$ cat config.mk
export PLATFORM = sky130hd
export DESIGN_NAME = tt_sweep_ctrl
export DESIGN_NICKNAME = d
export VERILOG_FILES = /design/src/rtl/tt_sweep_ctrl.sv
export SDC_FILE = /design/constraint.sdc
export NUM_CORES = 1
export LEC_CHECK = 0
export CAP_MARGIN = 20
export CORE_MARGIN = 8
export CORE_UTILIZATION = 52
export DETAILED_ROUTE_END_ITERATION = 6
export PLACE_DENSITY = 0.8
export SETUP_SLACK_MARGIN = 0.15
export SYNTH_ARGS = -nofsm -noshare
export SYNTH_HDL_FRONTEND = slang
export SYNTH_SLANG_ARGS = --single-unit
$ cat constraint.sdc
create_clock -name clk -period 2.49 [get_ports clk]
set_input_delay 0.498 -clock clk [delete_from_list [all_inputs] [get_ports clk]]
set_output_delay 0.498 -clock clk [all_outputs]
set_load 0.01 [all_outputs]
$ cat src/rtl/tt_sweep_ctrl.sv
// tt_sweep_ctrl: exhaustive input sweep of a combinational network, sampling each vector into a truth table and a ones count.
module tt_sweep_ctrl #(
  parameter int N_IN   = 6,
  parameter int SETTLE = 1
) (
  input  logic                 clk,
  input  logic                 rst,
  input  logic                 start,
  input  logic                 abort,
  output logic [N_IN-1:0]      vec,
  input  logic                 f_in,
  output logic                 samp_valid,
  input  logic                 samp_ready,
  output logic [N_IN-1:0]      samp_index,
  output logic                 samp_value,
  output logic                 busy,
  output logic                 done,
  output logic [(1<<N_IN)-1:0] truth_table,
  output logic [N_IN:0]        ones_count
);
  typedef enum logic [1:0] {IDLE, WAIT, EMIT, DONE} state_t;
  state_t state, state_n;
  logic [7:0] cnt;
  logic last, hs;
  assign last = vec == {N_IN{1'b1}};
  assign hs   = samp_valid & samp_ready;
  assign busy = state != IDLE;
  assign done = state == DONE;
  always_comb begin
    state_n = abort             ? IDLE :
              state == IDLE     ? (start ? WAIT : IDLE) :
              state == WAIT     ? (cnt == 8'd0 ? EMIT : WAIT) :
              state == EMIT     ? (hs ? (last ? DONE : WAIT) : EMIT) :
                                  IDLE;
  end
  always_ff @(posedge clk) begin
    if (rst) begin
      state       <= IDLE;
      cnt         <= '0;
      vec         <= '0;
      samp_valid  <= 1'b0;
      samp_index  <= '0;
      samp_value  <= 1'b0;
      truth_table <= '0;
      ones_count  <= '0;
    end else begin
      state <= state_n;
      if (abort) begin
        samp_valid <= 1'b0;
      end else if (state == IDLE && start) begin
        vec         <= '0;
        cnt         <= 8'(SETTLE);
        truth_table <= '0;
        ones_count  <= '0;
      end else if (state == WAIT && cnt != 8'd0) begin
        cnt <= cnt - 8'd1;
      end else if (state == WAIT) begin
        truth_table[vec] <= f_in;
        ones_count       <= ones_count + {{N_IN{1'b0}}, f_in};
        samp_value       <= f_in;
        samp_index       <= vec;
        samp_valid       <= 1'b1;
      end else if (state == EMIT && hs) begin
        samp_valid <= 1'b0;
        // the final vector stays on vec so the sweep never wraps
        if (!last) begin
          vec <= vec + 1'b1;
          cnt <= 8'(SETTLE);
        end
      end
    end
  end
endmodule

==> flow_summary.toml, run 1 <==
[grt]
grt_pass1_vias = 4259
antenna_found_initial = 0
gr-total-overflow = 0
grt.total_usage = 0.2026
grt_pass1_wl_um = 21580
grt_max_degree = 64

[yosys]
synth-seq-cells = 95
synth_warnings = 0
synth-seq-area-share = 0.3945
synth_edf_count = 0
syn-cell-area_sq_mm = 0.004821
synth_top_flop_cell = "dfxtp_1"
syn_inst = 527
synth.avg_cell_area_sq_um = 9.148
async_flop_share = 0
synthesis.nets = 538
synth.distinct_cells = 50

[clock_tree]
clk_pin_slew_ps = 100
cts_tree = "done"
clockBufferDepth = 2
numCtsBuffers = 9
htreeDepth = 3
cts_sinks = 95
clock-root-buffer = "clkbuf_8"
cts_hold_buffers = 0
clkLatencyLatePin_ps = 360

[die]
die_h_um = 112.3
dieArea_sq_mm = 0.01261
io_pins = 93
die_w_um = 112.3
core_area_sq_mm = 0.009109
start_util = 0.5293
num_rows = 35

[worst_setup_path]
critPathMaxFanout = 11
reg2reg_depth = 7
arrival_ps = 2520
crit_type = "reg -> reg"
crit_start = "cnt[0]$_SDFFE_PP0P_"
endpoint_kind = "flip-flop"
r2r-start = "cnt[0]$_SDFFE_PP0P_"
cp_data_required_time_ps = 2780
r2r-end = "truth_table[5]$_SDFFE_PP0P_"
rrSetupSlack_ps = 260
start_kind = "flip-flop"

[place]
place_worst_setup_slack_ps = -90.98
dp_cells = 713
dpl.hpwl_um = 9063
io_buffers = 92
finalWeightedCongestion = 0.8113

[sta]
fmax_ghz = 0.4482
fin_skew_ps = 16.15
finalCritPeriodShare = 0.8961
hold_viol = 0
setup_viol = 0
postLayoutSetupSlackWorst_ps = 258.7
worstMarginPinSlew_ps = 682.1
maxSlewViolCount = 0
rsz0062_at_grt = "no"
max-slew-margin-rel = 0.5335
finalCriticalPeriod_ps = 2231
finalSetupTns_ps = 0

[power]
clkPwrFrac = 0.366
pwr-share-comb = 0.087
leakagePower_nw = 2.215
seqPwrFrac = 0.547
swShare = 0.2575
power_mw = 2.811
power.switching_uw = 723.9
internal_power_mw = 2.087
p_per_area_mw_per_mm2 = 453.5
peakVddDrop_uv = 264.2

[route]
wl_um = 13120
antenna_left = 0
wire_per_inst_um = 17.99
vias_per_cell = 6.086
first_pass_iters = 5
dr_total_vias = 4437
drt_first_iter_violations = 278
drc = 0

[min_path]
whs_endpoint = "samp_value$_SDFFE_PP0P_"
hp-class = "reg -> reg"
hold-path-cell-count = 2
min_from = "samp_value$_SDFFE_PP0P_"

[finish]
drive_gt1_frac = 0.1472
layout.cells.non_filler = 729
layout.nets = 624
num_antenna_cells = 0
area_delta_synth_final_pct = 28.58
fillers = 713
finish.utilization = 0.6805
final_common_cell = "dfxtp_1"
final_cell_mix = "dfxtp_1, clkdlybuf4s50_1, nand2_1, mux2i_1, buf_4"

[status]
status = "finished, final reports clean"

[flow_run]
cap_violations = 0
-- stage by stage --
stage | hold slack [ps] | area (sq um)
3_5_place_dp | 450.6 | 5993
4_1_cts | 465.0 | 6192
6_report | 464.7 | 6198
5_1_grt | 486.2 | 6198
3_3_place_gp | 443.3 | 5993
2_1_floorplan | 479.0 | 4821
-- repair_timing --
| action | CTS | global route |
|---|---|---|
| setup buffers | 0 | 0 |
| endpoints found under the setup margin | 2 | 27 |
| gates resized for setup | 2 | 2 |
-- cell usage after synthesis, types with 10 or more instances --
library cell	n	area share
mux2i_1	64	0.13
a2111oi_2	17	0.053
o21ai_0	10	0.010
a21oi_1	27	0.028
o211ai_1	12	0.019
nor2_1	12	0.0093
nand2_1	90	0.070
o2111ai_1	27	0.049
nand3_1	10	0.010
dfxtp_1	95	0.39
clkbuf_1	42	0.033
-- layer usage --
metal / track usage / vias to the layer above / wire length [um]
met5: 0 / - / 0
met4: 0.06745 / 0 / 184
met3: 0.04133 / 21 / 855
met2: 0.3300 / 153 / 6361
met1: 0.2613 / 2144 / 5716
li1: - / 2119 / -
-- sequential cells by signal (all words and copies together) (netlist names) --
signal	count
cnt	8
ones_count	7
samp_index	6
samp_valid	1
samp_value	1
state	2
truth_table	64
vec	6
-- final cells by class --
class	instances	area (sq um)	share of cell area
repair buffers	132	1271	0.2051
well taps	111	138.9	0.02241
clock inverters	6	68.82	0.01110
clock buffers	10	127.6	0.02059
multi-input cells	370	2669	0.4306
flip-flops and latches	95	1904	0.3072
inverters	5	18.77	0.003028
-- kinds of logic after synthesis --
logic type | after synthesis | share of synthesized area
compound gates | 121 | 0.2050
xor+xnor | 4 | 0.007268
fa+ha+maj | 5 | 0.01298
buf+inv | 62 | 0.05684
flops | 95 | 0.3945
mux | 64 | 0.1329
simple gates | 176 | 0.1905
-- power by group through the flow --
stage / combinational [mW] / clock [mW] / sequential, mW
2_1_floorplan: 0.154 / 0 / 1.57
3_3_place_gp: 0.236 / 0 / 1.57
3_5_place_dp: 0.240 / 0 / 1.57
4_1_cts: 0.242 / 1.04 / 1.54
5_1_grt: 0.265 / 1.11 / 1.54
6_report: 0.245 / 1.03 / 1.54
-- worst max path at each step --
stage	endpoint	slack (ps)
floorplan	truth_table[23]$_SDFFE_PP0P_	440
global placement	truth_table[6]$_SDFFE_PP0P_	-90
detailed placement	truth_table[5]$_SDFFE_PP0P_	-90
CTS	done	180
global route	truth_table[14]$_SDFFE_PP0P_	90
finish	truth_table[5]$_SDFFE_PP0P_	260
-- critical path: stages, from the launching register on --
cell,delay (ps)
dfxtp_1,350
inv_1,90
ha_1,210
nor3b_2,270
nand3_2,270
a2111oi_1,590
buf_4,200
mux2i_1,180
Note: power is estimated with default switching activity, not from simulation.
==> run 2: changes to the inputs <==
--- a/config.mk
+++ b/config.mk
@@ -8,8 +8,10 @@
 export CAP_MARGIN = 20
 export CORE_MARGIN = 8
 export CORE_UTILIZATION = 52
+export CTS_CLUSTER_DIAMETER = 200
 export DETAILED_ROUTE_END_ITERATION = 6
 export PLACE_DENSITY = 0.8
+export RECOVER_POWER = 50
 export SETUP_SLACK_MARGIN = 0.15
 export SYNTH_ARGS = -nofsm -noshare
 export SYNTH_HDL_FRONTEND = slang
==> run 2 against run 1 <==
Compared with the run above:
- combinational power is essentially flat
- critical endpoint unchanged
- die area is the same
- register-to-register slack is essentially flat
- largest power group unchanged
- via count shrank 0.50%
- global-route usage is the same
- critical path depth shrank 1
- first-iteration DRC count shrank 12%
- wire length shrank 0.41%
==> flow_summary.toml, run 2 (synthesis gave the netlist of run 1 again) <==
[sta]
worstMarginPinSlew_ps = 692.9
fin_skew_ps = 15.24
finalCriticalPeriod_ps = 2236
maxSlewViolCount = 0
finalCritPeriodShare = 0.8980
holdWs_ps = 461.0
max-slew-margin-rel = 0.5261
finalSetupTns_ps = 0
hold_viol = 0
fmax_ghz = 0.4472
rsz0062_at_grt = "no"
postLayoutSetupSlackWorst_ps = 254.0
setup_viol = 0

[die]
num_rows = 35
io_pins = 93
core_area_sq_mm = 0.009109
dieArea_sq_mm = 0.01261
die_w_um = 112.3
die_h_um = 112.3
start_util = 0.5293

[clock_tree]
clk_pin_slew_ps = 100
cts_hold_buffers = 0
htreeDepth = 3
cts_sinks = 95
numCtsBuffers = 9
clkLatencyLatePin_ps = 360
cts_tree = "done"
clock-root-buffer = "clkbuf_8"
clockBufferDepth = 2

[finish]
num_antenna_cells = 0
final_cell_mix = "dfxtp_1, nand2_1, dlygate4sd3_1, mux2i_1, buf_4"
final_common_cell = "dfxtp_1"
area_delta_synth_final_pct = 28.39
reg_top3 = "truth_table: 64 flops, cnt: 8 flops, ones_count: 7 flops"
layout.cells.non_filler = 729
fin_area_sq_mm = 0.006190
finish.utilization = 0.6795
largest_reg_flops = 64
drive_gt1_frac = 0.1456
top_register = "truth_table"
layout.nets = 624

[place]
detailed_place.area_sq_mm = 0.005993
finalWeightedCongestion = 0.8113
dpl.hpwl_um = 9063
dp_cells = 713
place_worst_setup_slack_ps = -90.98
io_buffers = 92

[worst_setup_path]
cpPeakStageDelay_ps = 550
cp_cell_sequence = "clkdlybuf4s50_1, nor3b_1, nand2b_1, a2111oi_1, buf_4, mux2i_1"
r2r-start = "cnt[0]$_SDFFE_PP0P_"
crit_slowest_cell = "a2111oi_1"
arrival_ps = 2520
endpoint_kind = "flip-flop"
critical-path-top-delay-family = "buffers and inverters"
r2r-end = "truth_table[5]$_SDFFE_PP0P_"
crit_type = "in -> reg"
path_depth = 6
worst-path-buf-inv = 2
critPathMaxFanout = 9
critPathCapture = "truth_table[5]$_SDFFE_PP0P_"
cp_data_required_time_ps = 2770
crit_start = "start"
rrSetupSlack_ps = 260
reg2reg_depth = 7
start_kind = "input port"

[route]
wl_um = 13060
dr_total_vias = 4415
antenna_left = 0
drc = 0
drt_first_iter_violations = 244
first_pass_iters = 4
vias_per_cell = 6.056
wire_per_inst_um = 17.92

[grt]
grt_pass1_wl_um = 21580
grt.total_usage = 0.2026
grt_max_degree = 64
grt_pass1_vias = 4259
antenna_found_initial = 0
gr-total-overflow = 0

[flow_run]
cap_violations = 0

[status]
status = "finished, final reports clean"

[power]
peakVddDrop_uv = 264.1
leakagePower_nw = 2.498
p_per_area_mw_per_mm2 = 453.0
power_mw = 2.804

[min_path]
hp-class = "reg -> reg"
## run 2: cell types whose count changed in the layout (fill, tap and decap cells not counted)
cell,delta
nor4b_4,-1
clkdlybuf4s50_1,-81
nor4b_2,+1
or2_0,+1
dlygate4sd3_1,+81
or2_2,-1
## run 2: worst min-delay path, cell delays in order (launching register included)
cell and delay (ps):
dfxtp_1 320, nand2_1 50, a21oi_1 50
## run 2: final cells by class
type                       count  area (sq um)
inverter                       5         18.77
multi-input combinational    370          2660
clock inverter                 6         68.82
tap                          111         138.9
sequential                    95          1904
timing repair buffer         132          1271
clock buffer                  10         127.6
fill                         716          2919
## run 2: what timing repair did
action,CTS,global route
gates resized for setup,2,2
pin swaps,0,0
setup buffers,0,0
endpoints found under the setup margin,2,27
## run 2: worst min path at each step
| stage | to | start | slack [ps] | depth (start not counted) |
|---|---|---|---|---|
| floorplan | truth_table[10]$_SDFFE_PP0P_ | truth_table[10]$_SDFFE_PP0P_ | 480 | 2 |
| global placement | samp_index[4]$_SDFFE_PP0P_ | samp_index[4]$_SDFFE_PP0P_ | 440 | 2 |
| detailed placement | samp_value$_SDFFE_PP0P_ | samp_value$_SDFFE_PP0P_ | 450 | 2 |
| CTS | samp_value$_SDFFE_PP0P_ | samp_value$_SDFFE_PP0P_ | 460 | 2 |
| global route | samp_value$_SDFFE_PP0P_ | samp_value$_SDFFE_PP0P_ | 480 | 2 |
| finish | samp_value$_SDFFE_PP0P_ | samp_value$_SDFFE_PP0P_ | 460 | 2 |
## run 2: per-layer routing
metal	up-vias	global-route usage	wire [um]
li1	2116	-	-
met1	2140	0.2613	5665
met2	140	0.3300	6349
met3	19	0.04133	868
met4	0	0.06745	180
met5	-	0	0
## run 2: report_power, final
part	internal (mW)	switching (mW)	leakage [nW]	total, mW
logic	0.0889	0.153	1.63	0.242
registers	1.53	0.0126	0.767	1.54
clock network	0.471	0.554	0.0968	1.02
